**src/rtl/riscv_pkg.sv**
```systemverilog
// Shared encodings for the multicycle RV32I-subset core: FSM states, opcodes,
// ALU operation/control codes and datapath mux select codes.
package riscv_pkg;

  localparam int unsigned OP_W   = 7;
  localparam int unsigned F3_W   = 3;
  localparam int unsigned ALUC_W = 3;
  localparam int unsigned SEL_W  = 2;
  localparam int unsigned ST_W   = 4;

  typedef enum logic [ST_W-1:0] {
    S_FETCH   = 4'd0,
    S_DECODE  = 4'd1,
    S_MEMADR  = 4'd2,
    S_MEMREAD = 4'd3,
    S_MEMWB   = 4'd4,
    S_MEMWR   = 4'd5,
    S_EXECR   = 4'd6,
    S_EXECI   = 4'd7,
    S_JAL     = 4'd8,
    S_ALUWB   = 4'd9,
    S_BEQ     = 4'd10
  } state_t;

  localparam logic [OP_W-1:0] OP_LOAD   = 7'b0000011;
  localparam logic [OP_W-1:0] OP_STORE  = 7'b0100011;
  localparam logic [OP_W-1:0] OP_RTYPE  = 7'b0110011;
  localparam logic [OP_W-1:0] OP_ITYPE  = 7'b0010011;
  localparam logic [OP_W-1:0] OP_BRANCH = 7'b1100011;
  localparam logic [OP_W-1:0] OP_JAL    = 7'b1101111;

  typedef enum logic [1:0] {
    ALUOP_ADD   = 2'b00,
    ALUOP_SUB   = 2'b01,
    ALUOP_FUNCT = 2'b10
  } alu_op_t;

  localparam logic [ALUC_W-1:0] ALU_ADD = 3'b000;
  localparam logic [ALUC_W-1:0] ALU_SUB = 3'b001;
  localparam logic [ALUC_W-1:0] ALU_AND = 3'b010;
  localparam logic [ALUC_W-1:0] ALU_OR  = 3'b011;
  localparam logic [ALUC_W-1:0] ALU_SLT = 3'b101;

  localparam logic [SEL_W-1:0] IMM_I = 2'b00;
  localparam logic [SEL_W-1:0] IMM_S = 2'b01;
  localparam logic [SEL_W-1:0] IMM_B = 2'b10;
  localparam logic [SEL_W-1:0] IMM_J = 2'b11;

  localparam logic [SEL_W-1:0] RES_ALUOUT    = 2'b00;
  localparam logic [SEL_W-1:0] RES_DATA      = 2'b01;
  localparam logic [SEL_W-1:0] RES_ALURESULT = 2'b10;

  localparam logic [SEL_W-1:0] SRCA_PC    = 2'b00;
  localparam logic [SEL_W-1:0] SRCA_OLDPC = 2'b01;
  localparam logic [SEL_W-1:0] SRCA_RD1   = 2'b10;

  localparam logic [SEL_W-1:0] SRCB_RD2  = 2'b00;
  localparam logic [SEL_W-1:0] SRCB_IMM  = 2'b01;
  localparam logic [SEL_W-1:0] SRCB_FOUR = 2'b10;

  localparam logic ADR_PC     = 1'b0;
  localparam logic ADR_ALUOUT = 1'b1;

  // Immediate format follows the opcode alone, independent of FSM state.
  function automatic logic [SEL_W-1:0] imm_src_of(input logic [OP_W-1:0] op);
    case (op)
      OP_STORE:  return IMM_S;
      OP_BRANCH: return IMM_B;
      OP_JAL:    return IMM_J;
      default:   return IMM_I;
    endcase
  endfunction

endpackage

```
**src/rtl/alu_decoder.sv**
```systemverilog
// Maps the FSM's ALU operation class plus instruction funct fields onto the
// ALU control code.
module alu_decoder
  import riscv_pkg::*;
(
  input  alu_op_t           alu_op,
  input  logic [F3_W-1:0]   func3,
  input  logic              op5,
  input  logic              func7_5,
  output logic [ALUC_W-1:0] alu_control
);

  always_comb begin
    alu_control = ALU_ADD;
    case (alu_op)
      ALUOP_SUB: alu_control = ALU_SUB;
      ALUOP_FUNCT: begin
        case (func3)
          // sub only for R-type; addi's imm[10] lands in func7_5
          3'b000:  alu_control = (op5 & func7_5) ? ALU_SUB : ALU_ADD;
          3'b010:  alu_control = ALU_SLT;
          3'b110:  alu_control = ALU_OR;
          3'b111:  alu_control = ALU_AND;
          default: alu_control = ALU_ADD;
        endcase
      end
      default: alu_control = ALU_ADD;
    endcase
  end

endmodule

```
**src/rtl/multicycle_controller.sv**
```systemverilog
// Moore control FSM for the multicycle RV32I-subset datapath; outputs are
// combinational from state and instruction fields, enables gated by reset.
module multicycle_controller
  import riscv_pkg::*;
(
  input  logic              clk,
  input  logic              rst_n,
  input  logic [OP_W-1:0]   op,
  input  logic [F3_W-1:0]   func3,
  input  logic              func7,
  input  logic              zero,
  input  logic              mem_ready,
  output logic              PCWrite,
  output logic              AdrSrc,
  output logic              MemWrite,
  output logic              IRWrite,
  output logic              RegWrite,
  output logic [SEL_W-1:0]  ResultSrc,
  output logic [SEL_W-1:0]  ALUSrcA,
  output logic [SEL_W-1:0]  ALUSrcB,
  output logic [SEL_W-1:0]  ImmSrc,
  output logic [ALUC_W-1:0] ALUControl,
  output logic              instr_done,
  output logic              illegal_op
);

  state_t  state, state_next;
  alu_op_t alu_op;
  logic    pc_update, branch, ir_write, reg_write, mem_write, done, illegal;

  always_ff @(posedge clk or negedge rst_n) begin
    if (!rst_n) state <= S_FETCH;
    else        state <= state_next;
  end

  always_comb begin
    state_next = S_FETCH;
    alu_op     = ALUOP_ADD;
    pc_update  = 1'b0;
    branch     = 1'b0;
    ir_write   = 1'b0;
    reg_write  = 1'b0;
    mem_write  = 1'b0;
    done       = 1'b0;
    illegal    = 1'b0;
    AdrSrc     = ADR_PC;
    ResultSrc  = RES_ALUOUT;
    ALUSrcA    = SRCA_PC;
    ALUSrcB    = SRCB_RD2;

    case (state)
      S_FETCH: begin
        ALUSrcB    = SRCB_FOUR;
        ResultSrc  = RES_ALURESULT;
        ir_write   = mem_ready;
        pc_update  = mem_ready;
        state_next = mem_ready ? S_DECODE : S_FETCH;
      end
      S_DECODE: begin
        // Precompute branch target into ALUOut
        ALUSrcA = SRCA_OLDPC;
        ALUSrcB = SRCB_IMM;
        case (op)
          OP_LOAD, OP_STORE: state_next = S_MEMADR;
          OP_RTYPE:          state_next = S_EXECR;
          OP_ITYPE:          state_next = S_EXECI;
          OP_BRANCH:         state_next = S_BEQ;
          OP_JAL:            state_next = S_JAL;
          default: begin
            illegal    = 1'b1;
            state_next = S_FETCH;
          end
        endcase
      end
      S_MEMADR: begin
        ALUSrcA    = SRCA_RD1;
        ALUSrcB    = SRCB_IMM;
        state_next = op[5] ? S_MEMWR : S_MEMREAD;
      end
      S_MEMREAD: begin
        AdrSrc     = ADR_ALUOUT;
        state_next = mem_ready ? S_MEMWB : S_MEMREAD;
      end
      S_MEMWB: begin
        ResultSrc = RES_DATA;
        reg_write = 1'b1;
        done      = 1'b1;
      end
      S_MEMWR: begin
        AdrSrc     = ADR_ALUOUT;
        mem_write  = 1'b1;
        done       = mem_ready;
        state_next = mem_ready ? S_FETCH : S_MEMWR;
      end
      S_EXECR: begin
        ALUSrcA    = SRCA_RD1;
        alu_op     = ALUOP_FUNCT;
        state_next = S_ALUWB;
      end
      S_EXECI: begin
        ALUSrcA    = SRCA_RD1;
        ALUSrcB    = SRCB_IMM;
        alu_op     = ALUOP_FUNCT;
        state_next = S_ALUWB;
      end
      S_JAL: begin
        ALUSrcA    = SRCA_OLDPC;
        ALUSrcB    = SRCB_FOUR;
        pc_update  = 1'b1;
        state_next = S_ALUWB;
      end
      S_ALUWB: begin
        reg_write = 1'b1;
        done      = 1'b1;
      end
      S_BEQ: begin
        ALUSrcA = SRCA_RD1;
        alu_op  = ALUOP_SUB;
        branch  = 1'b1;
        done    = 1'b1;
      end
      default: state_next = S_FETCH;
    endcase

    // Reset suppresses every architectural write and status pulse
    PCWrite    = rst_n & (pc_update | (branch & zero));
    IRWrite    = rst_n & ir_write;
    RegWrite   = rst_n & reg_write;
    MemWrite   = rst_n & mem_write;
    instr_done = rst_n & done;
    illegal_op = rst_n & illegal;
  end

  assign ImmSrc = imm_src_of(op);

  alu_decoder u_alu_decoder (
    .alu_op      (alu_op),
    .func3       (func3),
    .op5         (op[5]),
    .func7_5     (func7),
    .alu_control (ALUControl)
  );

endmodule

```
**config.mk**
```make
export PLATFORM = sky130hd
export DESIGN_NAME = multicycle_controller
export DESIGN_NICKNAME = d
export VERILOG_FILES = /design/src/rtl/riscv_pkg.sv /design/src/rtl/alu_decoder.sv /design/src/rtl/multicycle_controller.sv
export SDC_FILE = /design/constraint.sdc
export NUM_CORES = 1
export LEC_CHECK = 0
export ABC_AREA = 1
export BUFFER_PORTS_ARGS = -buffer_cell sky130_fd_sc_hd__clkbuf_2
export CAP_MARGIN = 20
export CELL_PAD_IN_SITES_DETAIL_PLACEMENT = 0
export CELL_PAD_IN_SITES_GLOBAL_PLACEMENT = 2
export CORE_AREA = 4 4 59 61
export DETAILED_ROUTE_END_ITERATION = 10
export DIE_AREA = 0 0 63 65
export MAX_ROUTING_LAYER = met4
export PLACE_DENSITY = 0.9
export SYNTH_ARGS = -nofsm -noshare
export SYNTH_HDL_FRONTEND = slang
export SYNTH_SLANG_ARGS = --single-unit
export TNS_END_PERCENT = 30
```
**constraint.sdc**
```tcl
create_clock -name clk -period 1.9 [get_ports clk]
set_clock_uncertainty 0.1 [all_clocks]
set_input_delay 0.095 -clock clk [delete_from_list [all_inputs] [get_ports clk]]
set_output_delay 0.095 -clock clk [all_outputs]
set_load 0.1 [all_outputs]
```
# Word-level counts from Yosys, hierarchy flattened
# Index checks and enable logic that the tools add are counted.
# W data, S select, Z words.
totals:
  regBits: 4
  in_bits: 15
  output_inout_bits: 18
  elab_cells: 67
op_classes:
  n_eq_ne: 21
  muxes: 23
  bitwise: 9
  reduce_logical: 13
op_table:
  columns: ["operator", "n"]
  rows:
  - ["$pmux W4 S6", 1]
  - ["$pmux W4 S5", 1]
  - ["$eq A4 B3 Y1 const B", 4]
  - ["$pmux W2 S2", 4]
  - ["$eq A7 B6 Y1 const B", 2]
  - ["$eq A7 B7 Y1 const B", 2]
  - ["$eq A4 B4 Y1 const B", 3]
  - ["$pmux W3 S4", 1]
  - ["$reduce_or A2 Y1", 6]
  - ["$mux W1", 9]
  - ["$mux W3", 3]
  - ["$reduce_or A3 Y1", 3]
  - ["$and A1 B1 Y1", 8]
  - ["$eq A4 B2 Y1 const B", 2]
  - ["$eq A7 B2 Y1 const B", 1]
  - ["$eq A7 B5 Y1 const B", 1]
  - ["$eq A3 B3 Y1 const B", 2]
  - ["$pmux W2 S3", 1]
  - ["$pmux W3 S2", 1]
  - ["$reduce_or A6 Y1", 1]
  - ["$eq A4 B1 Y1 const B", 1]
  - ["$logic_not A4 Y1", 1]
  - ["$pmux W1 S2", 2]
  - ["$reduce_or A4 Y1", 1]
  - ["other kinds (5)", 5]

# Longest topological paths before layout
# Gate-level depths: netlist of the first run.
depth:
  word_depth: 5
  depth_mapped: 7
  depth_no_buf: 7

# Hierarchy
# Synthesis of the first run repeated with hierarchy kept, for this count alone.
hier_totals:
  cells_unflattened: 107
  hier_area_um2: 600.6
by_module_without_submodules:
  columns: ["mod", "n_inst", "cells_per_inst", "area_each_um2", "seq_area_each_um2"]
  rows:
  - ["multicycle_controller", 1, 90, 509.2, 100.1]
  - ["alu_decoder", 1, 17, 91.3, 0.0]

# Worst setup path after synthesis of the first run
# Ideal clock, no wire load.
synth_path:
  path_kind: "register to output"
  start: "register state[1]"
  end: "output PCWrite"
  arrival_time_ns: 3.685
  required_time_ns: 1.705
  path_slack_ns: -1.980
  path_stages_with_launch: 6
  n_path_buf: 0
  path_cell_list: "dfrtp_1 > nor2_2 > inv_1 > nor2_1 > o21ai_0 > a21oi_1"
synth_via:
  elab_chain_len: 5
  elab_cells_between_ends: 8
  classes_between: "eq/ne: 2; mux: 2; bitwise: 3; reduce/logical: 1"
synth_lines:
  columns: ["item", "line", "rtl"]
  rows:
  - ["from (decl)", "multicycle_controller.sv:27", "state_t state, state_next;"]
  - ["from (signal assigned)", "multicycle_controller.sv:33", "else state <= state_next;"]
  - ["$eq A4 B4 Y1", "multicycle_controller.sv:51", "case (state)"]
  - ["$mux W1", "multicycle_controller.sv:51", null]
  - ["$and A1 B1 Y1", "multicycle_controller.sv:126", "PCWrite = rst_n & (pc_update | (branch & zero));"]
  - ["$or A1 B1 Y1 *", "multicycle_controller.sv:126", null]
  - ["$and A1 B1 Y1 *", "multicycle_controller.sv:126", null]
  - ["to (decl)", "multicycle_controller.sv:13", "output logic PCWrite,"]
# Every way passes the cells marked *; elsewhere a longest branch is shown, timed or not.

# Worst setup path after layout of the first run
layout_path:
  start: "register state[1]"
  end: "output ALUControl[2]"
layout_via:
  elab_chain_len: 5
  elab_cells_between_ends: 8
  classes_between: "eq/ne: 5; mux: 2; reduce/logical: 1"
layout_lines:
  columns: ["item", "line", "rtl"]
  rows:
  - ["$eq A4 B3 Y1", "multicycle_controller.sv:51", null]
  - ["$reduce_or A2 Y1 (no line)", null, null]
  - ["$pmux W2 S2 *", "multicycle_controller.sv:51", null]
  - ["$eq A2 B2 Y1 or $eq A2 B1 Y1 (tied branches)", "alu_decoder.sv:15", "case (alu_op)"]
  - ["$pmux W3 S2 *", "alu_decoder.sv:15", null]
  - ["to (decl)", "multicycle_controller.sv:22", "output logic [ALUC_W-1:0] ALUControl,"]
# Marks and branches as above.

==> metrics.csv, run 1 <==
metric,value,unit
status,"complete, no violations",
syn_nets,126,
max FFs per register,4,
Largest Register,state,
first-pass GRT wire length,3080,µm
final-report hold violation count,0,
Peak Freq,544,MHz
"Max stage delay cell, worst path",dfrtp_2,
crit-path max cell delay,0.42,ns
CP Cell Sequence,inv_1 -> nor2_2 -> nand2_2 -> clkinv_2 -> ha_4 -> nor3_4 -> buf_12,
die height,65,µm
routability cong.,0.853,
CP required,1.70,ns
CP top delay family,simple AND/OR/NAND/NOR gates,
Num CTS Buffers,3,
register area share after synthesis,17.4,%
number of top-level pins,33,
Final setup viols,0,
Crit Path Max Fanout,5,
layout cells sized above 1,41.5,%
Pins Over Slew Limit,0,
WP data arrival,1.64,ns
"EDFF count, synth",0,
cells after synthesis,109,
DP HPWL,1600,µm
Root Buffer Master,clkbuf_4,
Synth Warn #,0,
crit end category,output pin,
Hold WC Path Type,primary input to async pin,
largest net degree at the start of global routing,8,
vias per cell,4.24,
GRT Resource Usage Total,9.72,%
Yosys reg bits,4,
Slew @ Worst Pin,0.544,ns
ant diodes,0,
"Power, Total",0.000719,W
vias in the first global route,771,
# fillers,327,
area grow syn2layout,80.2,%
slew margin rel.,63.9,%
die area,0.00410,mm²
crit share post-route,96.7,%
die width,63,µm
Finished Core Util,34.8,%
WL per Instance,10.1,µm
pwr dens,693,mW/mm²
"FFs w/ async S/R, synth",100,%
Synth Flop Type,dfrtp_1,
CTS Buffer Depth,2,
critical path class,register to output pin,
top flop regs,state (4),
post-synth cell types,16,
drt first-iter violations,11,
post-route worst setup slack,0.0630,ns
CTS Sinks,4,
H-tree depth,1,
Starting Density,19.3,%
vias,763,
final hold slack,0.109,ns
max cap viols,0,
Critical Path Start Type,register,
LEAKAGE,0.608,nW
Place WS,0.270,ns
Final Net Count,165,
latest clock arrival within the worst-skew pair,0.24,ns
"Avg Cell Area, Syn",5.28,µm²
VDD IR max,0.224,mV
PortBufs,32,
RSZ-0062 raised after global routing,true,
crit path time final,1.84,ns
CTS clock-pin slew for the worst setup and hold paths,0.04,ns
initial antenna violation count,0,
CTS tree,yes,
GR Overflow Total,0,
core area,0.00298,mm²
Netlist Area Pre-Place,576,µm²
post-route ant nets,0,
crit path buf inv count,3,
DRT Pass-1 Iters,4,
row count,20,
WL final,1820,µm
DRC viols,0,
-- through the flow --
step                TNS (ns)  cells  cell area (µm²)
global route          -0.110    180             1040
detailed placement         0    174              987
floorplan              -2.70    109              653
global placement           0    174              987
finish                     0    180             1040
CTS                        0    179             1020
-- final timing paths --
check | from | to | slack, ns | cells after the start
min in group clk | op[4] | state[3] | 0.11 | 4
max in group asynchronous | rst_n | state[2] | 1.43 | 2
min | rst_n | state[1] | 0.11 | 2
max reg2reg | state[3] | state[0] | 0.60 | 5
min reg2reg | state[1] | state[2] | 0.64 | 3
max | state[1] | ALUControl[2] | 0.06 | 7
-- kinds of logic after synthesis --
family	after synthesis	share of synthesized area, %
simple gates	66	51.5
buf+inv	28	18.5
compound gates	9	8.26
flops	4	17.4
fa+ha+maj	2	4.35
-- power breakdown --
part           leakage [nW]  switching [W]  total, W  internal, W
logic                 0.542       0.000375  0.000499     0.000123
clock network        0.0150      0.0000367  0.000116    0.0000789
registers            0.0509      0.0000111  0.000104    0.0000933
-- synth_stat cells, types with 2 or more instances --
library cell	number	share of area, %
nand2_1	29	19
inv_1	26	17
nand3_1	14	12
nor2_1	11	7.2
nor2_2	6	6.5
dfrtp_1	4	17
o21ai_0	4	3.5
a21oi_1	3	2.6
nor3_1	3	2.6
ha_1	2	4.3
nand2_2	2	2.2
-- cells in the final DEF, fill, tap and decap left out --
| master | synthesis | routed |
|---|---|---|
| nand2_2 | 2 | 2 |
| clkbuf_2 | 0 | 19 |
| o21ai_1 | 1 | 1 |
| dfrtp_1 | 4 | 2 |
| buf_4 | 0 | 6 |
| inv_1 | 26 | 23 |
| inv_2 | 1 | 4 |
| dlygate4sd3_1 | 0 | 1 |
| dfrtp_2 | 0 | 2 |
| buf_12 | 0 | 8 |
| nor2_1 | 11 | 10 |
| o211ai_1 | 1 | 1 |
| nor3_1 | 3 | 1 |
| clkbuf_4 | 0 | 3 |
| nor2_2 | 6 | 6 |
| o21ai_0 | 4 | 4 |
| nand3_1 | 14 | 14 |
| ha_4 | 0 | 2 |
| a21oi_2 | 0 | 2 |
| nand2_1 | 29 | 28 |
| clkbuf_1 | 0 | 1 |
| clkinv_2 | 1 | 1 |
| a21oi_4 | 0 | 1 |
| nor3_4 | 0 | 2 |
| nor2_4 | 1 | 2 |
| nand2_4 | 0 | 1 |
-- timing repair --
item,4_1_cts,5_1_grt
endpoints found under the setup margin,0,4
buffers inserted,0,1
gates resized for setup,0,2
hold endpoints to repair,4,0
hold buffers,1,0
-- final cells by class --
cell class,count,area [µm²],area share [%]
clock buffer,4,26.3,2.53
inverter,28,106,10.3
multi-input combinational,77,450,43.4
sequential,4,103,9.89
tap,33,41.3,3.98
timing repair buffer,34,310,29.9
-- layer usage --
| metal | routed length [µm] | track usage [%] | vias up |
|---|---|---|---|
| met1 | 774 | 10.5 | 323 |
| met4 | 0 | 2.75 | 0 |
| met5 | 0 | - | - |
| li1 | - | - | 408 |
| met2 | 917 | 17.5 | 32 |
| met3 | 129 | 2.60 | 0 |
No activity file was read; power rests on OpenSTA's default activity.
==> run 2: changes to the inputs <==
- SKIP_LAST_GASP: default -> 1
- SYNTH_HIERARCHICAL: default -> 1
==> run 2 against run 1 <==
The flow now finishes with violations (negative setup slack). Area after synthesis rose by 4.3%. Critical path depth up 2. Cell count grew 3.3%. Global-route usage increased by 1.3 points. Power is 9.0% higher. Sequential power decreased by 4%. Combinational power grew 17%. Worst hold slack got worse by 0.046 ns. Critical path type unchanged. Largest cell class unchanged. Highest routed layer unchanged.
==> metrics.csv, run 2 <==
metric,value,unit,change
status,"finished, violations left",,
failing checks,negative setup slack,,
largest family of logic cells by synthesized area,simple AND/OR/NAND/NOR gates,,
VDD IR max,0.286,mV,+28%
Synth Warn #,6,,+6
CP most frequent cell,inv_2,,
Hold WC Path Type,primary input to register,,
CTS clock-pin slew for the worst setup and hold paths,0.04,ns,about the same
Final setup viols,1,,+1
r2r startpoint,state[2],,
Pins Over Slew Limit,0,,unchanged
GR Overflow Total,0,,unchanged
Yosys reg bits,4,,unchanged
Critical Path Start Type,register,,
RSZ-0062 raised after global routing,true,,
drt first-iter violations,44,,+33
Peak Freq,517,MHz,-5.0%
cells after synthesis,107,,-1.8%
Post-synth top cells,"nand2_1 (20), nor2_1 (18), inv_1 (15)",,
PortBufs,32,,unchanged
"Max stage delay cell, worst path",dfrtp_1,,
WL final,2060,µm,+13%
crit share post-route,102,%,+5.1 points
met2 GRT Util,19.1,%,+1.6 points
"most common cell after layout, fill and taps aside",nand2_1,,
DRT Pass-1 Iters,4,,unchanged
pwr dens,669,mW/mm²,-3.5%
max cap viols,0,,unchanged
DRC viols,0,,unchanged
most numerous cell in the Yosys netlist,nand2_1,,
largest net degree at the start of global routing,9,,+1
Post-Layout Cell Count,186,,+3.3%
top flop regs,state (4),,
ant diodes,0,,unchanged
crit-path max cell delay,0.38,ns,-0.04 ns
CTS tree,yes,,
LEAKAGE,0.599,nW,-1.5%
register area share after synthesis,16.7,%,-0.72 points
layout cells sized above 1,54.2,%,+13 points
R2R cell count,8,,+3
area share of the largest cell type after synthesis,16.7,%,-2.2 points
Hold Path End,state[2],,
vias per cell,4.40,,+3.9%
slew margin rel.,63.6,%,-0.25 points
routability cong.,0.752,,-12%
busiest grt layer,met2,,
Root Buffer Master,clkbuf_4,,
Synth Area in XOR/XNOR,0,%,unchanged
row count,20,,unchanged
Netlist Area Pre-Place,601,µm²,+4.3%
Final Net Count,172,,+4.2%
Slew @ Worst Pin,0.548,ns,+0.00383 ns
Finished Core Util,39.3,%,+4.5 points
HP Start,op[4],,
Synth Flop Type,dfrtp_1,,
die area,0.00410,mm²,unchanged
CTS Sinks,4,,unchanged
"EDFF count, synth",0,,unchanged
critical path class,register to output pin,,
WL per Instance,11.1,µm,+9.6%
"FFs w/ async S/R, synth",100,%,unchanged
CTS Buffer Depth,2,,unchanged
Largest Register,state,,
CP Cell Sequence,inv_2 -> nand3_4 -> nor2_4 -> inv_2 -> ha_4 -> inv_2 -> nand4_1 -> nor2_2 -> buf_12,,
met1 usage in global routing,12.5,%,+2.0 points
met3 Use GR,2.77,%,+0.17 points
post-synth cell types,18,,+2
vias,819,,+7.3%
R2R setup slack,0.51,ns,-0.09 ns
CP required,1.70,ns,about the same
R2R Path End,state[0],,
number of top-level pins,33,,unchanged
simple-gate area share of the yosys netlist,57.1,%,+5.6 points
most frequent cells in the layout,"nand2_1 (19), clkbuf_2 (18), nor2_1 (14), buf_4 (14)",,
GRT Resource Usage Total,11.0,%,+1.3 points
post-route worst setup slack,-0.0331,ns,-0.0961 ns
dpl cells,177,,+1.7%
post-route ant nets,0,,unchanged
adder and majority gate portion of the synthesized area,4.17,%,-0.18 points
die width,63,µm,unchanged
"Avg Cell Area, Syn",5.61,µm²,+6.3%
syn_nets,124,,-1.6%
"area leader, netlist",dfrtp_1,,
Synth Area in Compound Gates,8.33,%,+0.072 points
Crit Path Max Fanout,3,,-2
DP HPWL,1700,µm,+6.3%
area grow syn2layout,95.0,%,
Starting Density,20.2,%,+0.84 points
die height,65,µm,unchanged
crit path time final,1.93,ns,+0.0961 ns
max FFs per register,4,,unchanged
final-report hold violation count,0,,unchanged
H-tree depth,1,,unchanged
first-pass GRT wire length,3550,µm,+15%
Num CTS Buffers,3,,unchanged
largest cells by area after synthesis,"dfrtp_1 (17%), nand2_1 (13%), nand3_1 (12%)",,
multiplexer share of the synthesized area,0,%,unchanged
core area,0.00298,mm²,unchanged
WP data arrival,1.74,ns,+0.10 ns
crit end category,output pin,,
latest clock arrival within the worst-skew pair,0.23,ns,about the same
vias in the first global route,847,,+9.9%
hold-critical path depth,3,,
initial antenna violation count,0,,unchanged
run 2: changes by cell type in the layout (fill, tap and decap cells not counted), moves of 3 or more:
cell | previous run | this run
buf_4 | 6 | 14
nor2_1 | 10 | 14
nand2_2 | 2 | 5
inv_2 | 4 | 9
nand4_1 | 0 | 3
nand2_1 | 28 | 19
o21ai_0 | 4 | 1
inv_1 | 23 | 12
nor2_4 | 2 | 6
run 2: through the flow:
step	worst slack (ns)	setup TNS [ns]	hold slack (ns)	power (W)	cell area, µm²
floorplan	-0.625	-3.50	-0.301	0.000494	652
global placement	0.104	0	-0.145	0.000662	1050
detailed placement	0.0419	0	-0.139	0.000663	1050
CTS	-0.0355	-0.0685	0.0608	0.000790	1150
global route	-0.162	-0.543	0.0691	0.000828	1170
finish	-0.0331	-0.0331	0.0625	0.000783	1170
run 2: worst max-delay path by stage:
stage	start	to	slack [ns]	depth (start not counted)
5_1_grt	state[2]	ALUControl[2]	-0.16	9
6_report	state[2]	ALUControl[2]	-0.03	9
3_5_place_dp	state[2]	ALUControl[2]	0.04	9
2_1_floorplan	state[2]	PCWrite	-0.62	5
3_3_place_gp	state[1]	ALUControl[0]	0.10	8
4_1_cts	state[2]	ALUControl[2]	-0.04	9
run 2: area by class of cell:
type / instances / area [µm²]
fill: 317 / 1810
multi-input combinational: 81 / 514
timing repair buffer: 43 / 405
sequential: 4 / 101
inverter: 22 / 86.3
tap: 33 / 41.3
clock buffer: 3 / 22.5
run 2: metal layers:
metal | vias to the layer above | part of all wire (%)
li1 | 433 | -
met5 | - | 0
met3 | 0 | 7.4
met4 | 0 | 0
met1 | 356 | 44
met2 | 30 | 49
run 2: kinds of logic (layout without fill, tap and decap cells):
group / after synthesis / count (layout)
buf+inv: 22 / 68
simple gates: 70 / 70
fa+ha+maj: 2 / 2
compound gates: 9 / 9
flops: 4 / 4
run 2: critical path, delay by kind of cell (launching register included):
kind / cells / cell delay (ns)
AND/OR/NAND/NOR: 4 / 0.49
adder cells (fa/ha/maj): 1 / 0.24
buffers and inverters: 4 / 0.39
flip-flops: 1 / 0.38
run 2: power by group:
group / internal [W] / leakage, nW / switching [W] / total, W
sequential: 0.0000933 / 0.0525 / 0.00000622 / 0.0000995
combinational: 0.000162 / 0.532 / 0.000419 / 0.000582
clock: 0.0000705 / 0.0138 / 0.0000318 / 0.000102
run 2: what timing repair did:
item / in CTS / in global routing
endpoints found under the hold margin: 4 / 0
gates cloned: 0 / 0
endpoints found under the setup margin: 5 / 6
resized for setup: 10 / 2
hold buffers: 1 / 0
pin swaps: 3 / 3
buffers inserted: 3 / 2
